### src/rtl/sram_rd_scheduler_if.sv
// Request, response and SRAM read-port bundle for sram_rd_scheduler.
// The scheduler uses the slave side; requesters and the SRAM model use the master side.
interface sram_rd_scheduler_if #(
  parameter int ADDR_WIDTH = 12,
  parameter int DATA_WIDTH = 64,
  parameter int LEN_WIDTH  = 8
);
  logic                  req0_valid;
  logic                  req0_ready;
  logic [ADDR_WIDTH-1:0] req0_addr;
  logic [LEN_WIDTH-1:0]  req0_len;
  logic                  req1_valid;
  logic                  req1_ready;
  logic [ADDR_WIDTH-1:0] req1_addr;
  logic [LEN_WIDTH-1:0]  req1_len;

  logic                  rsp0_valid;
  logic [DATA_WIDTH-1:0] rsp0_data;
  logic                  rsp0_last;
  logic                  rsp1_valid;
  logic [DATA_WIDTH-1:0] rsp1_data;
  logic                  rsp1_last;

  logic [ADDR_WIDTH-1:0] mem_read_address;
  logic                  mem_read_enable;
  logic [DATA_WIDTH-1:0] mem_read_data;
  logic                  mem_read_valid;

  modport slave (
    input  req0_valid, req0_addr, req0_len,
    input  req1_valid, req1_addr, req1_len,
    output req0_ready, req1_ready,
    output rsp0_valid, rsp0_data, rsp0_last,
    output rsp1_valid, rsp1_data, rsp1_last,
    output mem_read_address, mem_read_enable,
    input  mem_read_data, mem_read_valid
  );

  modport master (
    output req0_valid, req0_addr, req0_len,
    output req1_valid, req1_addr, req1_len,
    input  req0_ready, req1_ready,
    input  rsp0_valid, rsp0_data, rsp0_last,
    input  rsp1_valid, rsp1_data, rsp1_last,
    input  mem_read_address, mem_read_enable,
    output mem_read_data, mem_read_valid
  );
endinterface

### src/rtl/sram_rd_scheduler.sv
// Two-requester round-robin burst read scheduler for a single-port SRAM with
// one-cycle registered read data; responses are steered back by a delayed owner tag.
module sram_rd_scheduler #(
  parameter int ADDR_WIDTH = 12,
  parameter int DATA_WIDTH = 64,
  parameter int LEN_WIDTH  = 8
) (
  input  logic                 clk,
  input  logic                 reset_n,
  sram_rd_scheduler_if.slave   bus,
  output logic                 busy
);

  typedef enum logic {IDLE, BURST} state_t;

  state_t                state;
  state_t                state_next;
  logic [ADDR_WIDTH-1:0] base;
  logic [LEN_WIDTH-1:0]  len_q;
  logic [LEN_WIDTH-1:0]  count;
  logic                  owner;
  logic                  ptr;
  logic                  tag_d;
  logic                  last_d;
  logic                  pend;
  logic                  grant0;
  logic                  grant1;
  logic                  beat_last;
  logic                  rsp_hit;
  logic [DATA_WIDTH-1:0] rd_data;

  assign beat_last = (count == len_q);

  always_ff @(posedge clk or negedge reset_n) begin
    if (!reset_n) state <= IDLE;
    else          state <= state_next;
  end

  always_comb begin
    state_next = state;
    grant0     = 1'b0;
    grant1     = 1'b0;
    case (state)
      IDLE: begin
        grant0 = bus.req0_valid && (!bus.req1_valid || !ptr);
        grant1 = bus.req1_valid && (!bus.req0_valid ||  ptr);
        if (grant0 || grant1) state_next = BURST;
      end
      BURST: begin
        if (beat_last) state_next = IDLE;
      end
      default: state_next = IDLE;
    endcase
  end

  // count is left at len after a burst so the address output holds in IDLE
  always_ff @(posedge clk or negedge reset_n) begin
    if (!reset_n) begin
      base   <= '0;
      len_q  <= '0;
      count  <= '0;
      owner  <= 1'b0;
      ptr    <= 1'b0;
      tag_d  <= 1'b0;
      last_d <= 1'b0;
      pend   <= 1'b0;
    end else begin
      pend <= (state == BURST);
      if (state == BURST) begin
        tag_d  <= owner;
        last_d <= beat_last;
        if (!beat_last) count <= count + 1'b1;
      end else if (grant0 || grant1) begin
        base  <= grant1 ? bus.req1_addr : bus.req0_addr;
        len_q <= grant1 ? bus.req1_len  : bus.req0_len;
        count <= '0;
        owner <= grant1;
        ptr   <= ~grant1;
      end
    end
  end

  assign bus.req0_ready       = grant0 && reset_n;
  assign bus.req1_ready       = grant1 && reset_n;
  assign bus.mem_read_enable  = (state == BURST);
  assign bus.mem_read_address = base + ADDR_WIDTH'(count);

  // pend masks read data still in flight from a burst aborted by reset
  assign rsp_hit        = bus.mem_read_valid && pend;
  assign rd_data        = bus.mem_read_data;
  assign bus.rsp0_valid = rsp_hit && !tag_d;
  assign bus.rsp1_valid = rsp_hit &&  tag_d;
  assign bus.rsp0_last  = last_d && bus.rsp0_valid;
  assign bus.rsp1_last  = last_d && bus.rsp1_valid;
  assign bus.rsp0_data  = rd_data;
  assign bus.rsp1_data  = rd_data;

  assign busy = (state == BURST) || pend;

endmodule
### src/flat_wrapper.sv
// flat-port wrapper written by rule: the top's interface ports become plain ports
module sram_rd_scheduler_flat 
#(
  parameter int ADDR_WIDTH = 12,
  parameter int DATA_WIDTH = 64,
  parameter int LEN_WIDTH  = 8
)
  (clk, reset_n, busy, bus_req0_valid, bus_req0_addr, bus_req0_len, bus_req1_valid, bus_req1_addr, bus_req1_len, bus_req0_ready, bus_req1_ready, bus_rsp0_valid, bus_rsp0_data, bus_rsp0_last, bus_rsp1_valid, bus_rsp1_data, bus_rsp1_last, bus_mem_read_address, bus_mem_read_enable, bus_mem_read_data, bus_mem_read_valid);
  sram_rd_scheduler_if #(.ADDR_WIDTH(ADDR_WIDTH), .DATA_WIDTH(DATA_WIDTH), .LEN_WIDTH(LEN_WIDTH)) bus_i ();
  input  logic clk;
  input  logic reset_n;
  output logic busy;
  input wire logic [$bits(bus_i.req0_valid)-1:0] bus_req0_valid;
  input wire logic [$bits(bus_i.req0_addr)-1:0] bus_req0_addr;
  input wire logic [$bits(bus_i.req0_len)-1:0] bus_req0_len;
  input wire logic [$bits(bus_i.req1_valid)-1:0] bus_req1_valid;
  input wire logic [$bits(bus_i.req1_addr)-1:0] bus_req1_addr;
  input wire logic [$bits(bus_i.req1_len)-1:0] bus_req1_len;
  output wire logic [$bits(bus_i.req0_ready)-1:0] bus_req0_ready;
  output wire logic [$bits(bus_i.req1_ready)-1:0] bus_req1_ready;
  output wire logic [$bits(bus_i.rsp0_valid)-1:0] bus_rsp0_valid;
  output wire logic [$bits(bus_i.rsp0_data)-1:0] bus_rsp0_data;
  output wire logic [$bits(bus_i.rsp0_last)-1:0] bus_rsp0_last;
  output wire logic [$bits(bus_i.rsp1_valid)-1:0] bus_rsp1_valid;
  output wire logic [$bits(bus_i.rsp1_data)-1:0] bus_rsp1_data;
  output wire logic [$bits(bus_i.rsp1_last)-1:0] bus_rsp1_last;
  output wire logic [$bits(bus_i.mem_read_address)-1:0] bus_mem_read_address;
  output wire logic [$bits(bus_i.mem_read_enable)-1:0] bus_mem_read_enable;
  input wire logic [$bits(bus_i.mem_read_data)-1:0] bus_mem_read_data;
  input wire logic [$bits(bus_i.mem_read_valid)-1:0] bus_mem_read_valid;
  assign bus_i.req0_valid = bus_req0_valid;
  assign bus_i.req0_addr = bus_req0_addr;
  assign bus_i.req0_len = bus_req0_len;
  assign bus_i.req1_valid = bus_req1_valid;
  assign bus_i.req1_addr = bus_req1_addr;
  assign bus_i.req1_len = bus_req1_len;
  assign bus_req0_ready = bus_i.req0_ready;
  assign bus_req1_ready = bus_i.req1_ready;
  assign bus_rsp0_valid = bus_i.rsp0_valid;
  assign bus_rsp0_data = bus_i.rsp0_data;
  assign bus_rsp0_last = bus_i.rsp0_last;
  assign bus_rsp1_valid = bus_i.rsp1_valid;
  assign bus_rsp1_data = bus_i.rsp1_data;
  assign bus_rsp1_last = bus_i.rsp1_last;
  assign bus_mem_read_address = bus_i.mem_read_address;
  assign bus_mem_read_enable = bus_i.mem_read_enable;
  assign bus_i.mem_read_data = bus_mem_read_data;
  assign bus_i.mem_read_valid = bus_mem_read_valid;
  sram_rd_scheduler #(.ADDR_WIDTH(ADDR_WIDTH), .DATA_WIDTH(DATA_WIDTH), .LEN_WIDTH(LEN_WIDTH)) u_core (.clk(clk), .reset_n(reset_n), .bus(bus_i), .busy(busy));
endmodule
### config.mk
export PLATFORM = sky130hd
export DESIGN_NAME = sram_rd_scheduler_flat
export DESIGN_NICKNAME = d
export VERILOG_FILES = /design/src/rtl/sram_rd_scheduler_if.sv /design/src/rtl/sram_rd_scheduler.sv /design/src/flat_wrapper.sv
export SDC_FILE = /design/constraint.sdc
export NUM_CORES = 1
export LEC_CHECK = 0
export CORE_ASPECT_RATIO = 2
export CORE_UTILIZATION = 29
export CTS_CLUSTER_SIZE = 24
export DETAILED_ROUTE_END_ITERATION = 7
export PLACE_DENSITY = 0.85
export SLEW_MARGIN = 20
export SYNTH_ARGS = -nofsm -noshare
export SYNTH_HDL_FRONTEND = slang
export SYNTH_SLANG_ARGS = --single-unit
### constraint.sdc
create_clock -name clk -period 2.15 [get_ports clk]
set_clock_uncertainty 0.15 [all_clocks]
set_input_delay 0.215 -clock clk [delete_from_list [all_inputs] [get_ports clk]]
set_output_delay 0.215 -clock clk [all_outputs]
set_load 0.01 [all_outputs]
==> results.md <==
* Status: finished with violations
* Failing checks: negative setup slack
* Cts hold-fix bufs at 0
* CTS root buf: clkbuf_16
* Buf/Inv on CP at 2
* Die Y at 146 µm
* Cell Pwr Density at around 1500 nW/µm²
* Die width at between 70 and 80 µm
* Final Slew Violations at 0
* Highest Clock Rate at roughly 370 MHz
* Worst VDD drop at 0.000845 V
* Syn avg cell area at 8.97 µm²
* Crit path max fanout at 2
* Clk sinks at 34
* Diodes inserted at 0
* Util after Layout at 34.0%
* Synth unique cells at 39
* Nets at 433
* Worst-skew pair later-pin latency at ~290 ps
* DRT Wirelength at 8550 µm
* RSZ-0062 raised after global routing: yes
* Gp weighted congestion at 0.829
* Max transition margin at 73.2%
* Total of warnings raised by yosys at 0
* Most frequent cell after synthesis: buf_4
* Via count at roughly 2,200
* Reg-to-Reg Start: u_core.count[1]$_DFFE_PN0P_
* Synth area leader: buf_4
* Final min period at approximately 2700 ps
* Final setup violation count at 9
* Largest net degree at the start of global routing at 31
* Post-DP HPWL at 6440 µm
* Grt total ovfl at 0
* Tcrit/Tclk final at 127%
* Clock transition at path regs at ~60 ps
* Port bufs at 64
* Async set-or-reset flop fraction in the synthesized netlist at 100%
* Worst-Margin Slew at 402 ps
* Global-route wire length before repair at ~13,000 µm
* Area Growth Syn to Fin at 14.2%
* Synth cell count leaders: 128 x buf_4, 34 x dfrtp_1, 21 x inv_1
* First-pass DRT Iterations at 5
* Die ar. at between 10,000 and 15,000 µm²
* Initial antenna violation count at 0
* Critical path launch point type: register
* DR iter-0 viols at 127
* CTS tree: built
* #FFs+latches synth at 34
* Htree depth at 2
* Hold Vio Cnt, Final at 0
* Yosys top cell area share at a little under a third
* CP startpoint: u_core.base[0]$_DFFE_PN0P_
* Crit-path max cell delay at 390 ps
* Final ANT Viol Nets at 0
* Ports placed on the boundary at between 200 and 300
* CP top delay family: compound AO/OA/AOI/OAI gates
* Area contributors post-synth: buf_4 32%, dfrtp_1 28%, a222oi_1 5.0%
* Syn nets at between 400 and 500
* Mapped cell area at approximately 3000 µm²
* Cts bufs inserted at 5
* Lkg Pwr at ~1.6 nW
* MaxCap Viol Count at 0
* WP data arrival at about 2400 ps
* GRT Resource Usage Total at 16.2%
* Max clock buf depth at 2
* Worst path slowest cell: dfrtp_1
* Critical Path End Type: output pin
* Routed wire length per instance at roughly 19 µm
* Cells after synthesis at ~340
* Fillers at approximately 980
* Row count at 52
* TNS Setup at -3060 ps
* Via density per instance at 4.99
* EDFF count, synth at 0
* Share of layout cells above drive strength 1 at approximately 29%
* Core Area at 10,100 µm²
* Post-route setup slack at -589 ps
* Initial core utilization at about 30%
* Design Power at a little over 5 mW
* Drt drc at 0
* Crit-path cells: ha_2 -> fa_2 -> a211oi_4 -> o21a_1 -> buf_4 -> o21bai_1 -> a21oi_1 -> xnor2_1 -> buf_2
* CP Class: reg -> out
* Sequential area share after synthesis at between 20 and 30%
* Worst Hold Class: in -> async
* Ys flop type: dfrtp_1
* Vias in the first global route at 2,410
* Worst endpoint required time at around 1800 ps
[cell type report]
type                       instances  area, µm²  share of cell area [%]
clock inverter                     2       12.5                   0.364
inverter                          21       78.8                    2.30
timing repair buffer             107        941                    27.4
multi-input combinational        145       1240                    36.1
tap                              135        169                    4.92
sequential                        34        853                    24.9
clock buffer                       6        139                    4.05
[power by group]
| group | total, mW | leakage, nW | internal (mW) | switching, mW |
|---|---|---|---|---|
| Sequential | 1.20 | 0.416 | 0.928 | 0.268 |
| Combinational | 3.25 | 1.09 | 1.69 | 1.56 |
| Clock | 0.745 | 0.0729 | 0.458 | 0.286 |
[final timing paths]
kind,end,slack (ps),depth (start not counted)
max reg2reg,u_core.count[3]$_DFFE_PN0P_,120,9
min in group clk,bus_rsp1_data[38],280,0
min,u_core.len_q[6]$_DFFE_PN0P_,110,2
max,bus_mem_read_address[8],-590,9
max in group asynchronous,u_core.base[1]$_DFFE_PN0P_,1290,2
min reg2reg,u_core.len_q[7]$_DFFE_PN0P_,360,2
[what timing repair did]
item,4_1_cts,5_1_grt
buffers inserted,4,6
pin swaps,8,15
setup endpoints to repair,12,11
gates resized for setup,47,25
[routing by layer]
metal | track usage [%] | share of wire (%) | vias to the layer above
met5 | 0 | 0 | -
met4 | 18.3 | 11 | 0
met3 | 3.32 | 8.4 | 104
met2 | 28.2 | 53 | 133
met1 | 13.2 | 27 | 1035
li1 | - | - | 973
[per-stage QoR]
step	setup WS, ps	cell area (µm²)	hold WS (ps)	cells
final	-589	3430	107	450
after CTS	-556	3330	113	445
after global placement	-538	3110	280	433
after floorplan	-42.5	3020	-231	335
after global routing	-665	3430	148	450
after detailed placement	-576	3110	280	433
[registers in the layout (all words and copies together) (netlist names)]
signal / count
u_core.owner: 1
u_core.len_q: 8
u_core.base: 12
u_core.count: 8
u_core.tag_d: 1
u_core.ptr: 1
u_core.bus.mem_read_enable: 1
u_core.pend: 1
u_core.last_d: 1
[cells in the final DEF (no fill, tap or decap), drive strengths merged]
master,instances
clkbuf,6
a21o,5
o21bai,3
or2,2
nor3,3
and2,3
nand3,6
o21a,3
a21oi,7
nand2,18
a211oi,6
nor4,2
fa,1
o2bb2ai,1
xor2,10
nand2b,1
ha,9
mux2,1
dfrtp,34
o21ai,12
a21boi,1
nor2,8
nor3b,1
and4,1
and3,4
a311oi,1
o211ai,1
mux2i,8
a22o,3
a222oi,15
inv,21
xnor2,7
buf,53
clkinv,1
a221o,1
clkinvlp,1
clkdlybuf4s50,52
a31oi,1
dlygate4sd2,2
[logic make-up after synthesis]
logic type	after synthesis	synth area share, %
mux	9	3.04
fa+ha+maj	10	4.41
xor+xnor	17	4.95
buf+inv	156	35.5
compound gates	60	15.3
simple gates	49	8.45
flops	34	28.3
No activity file was read; power rests on OpenSTA's default activity.
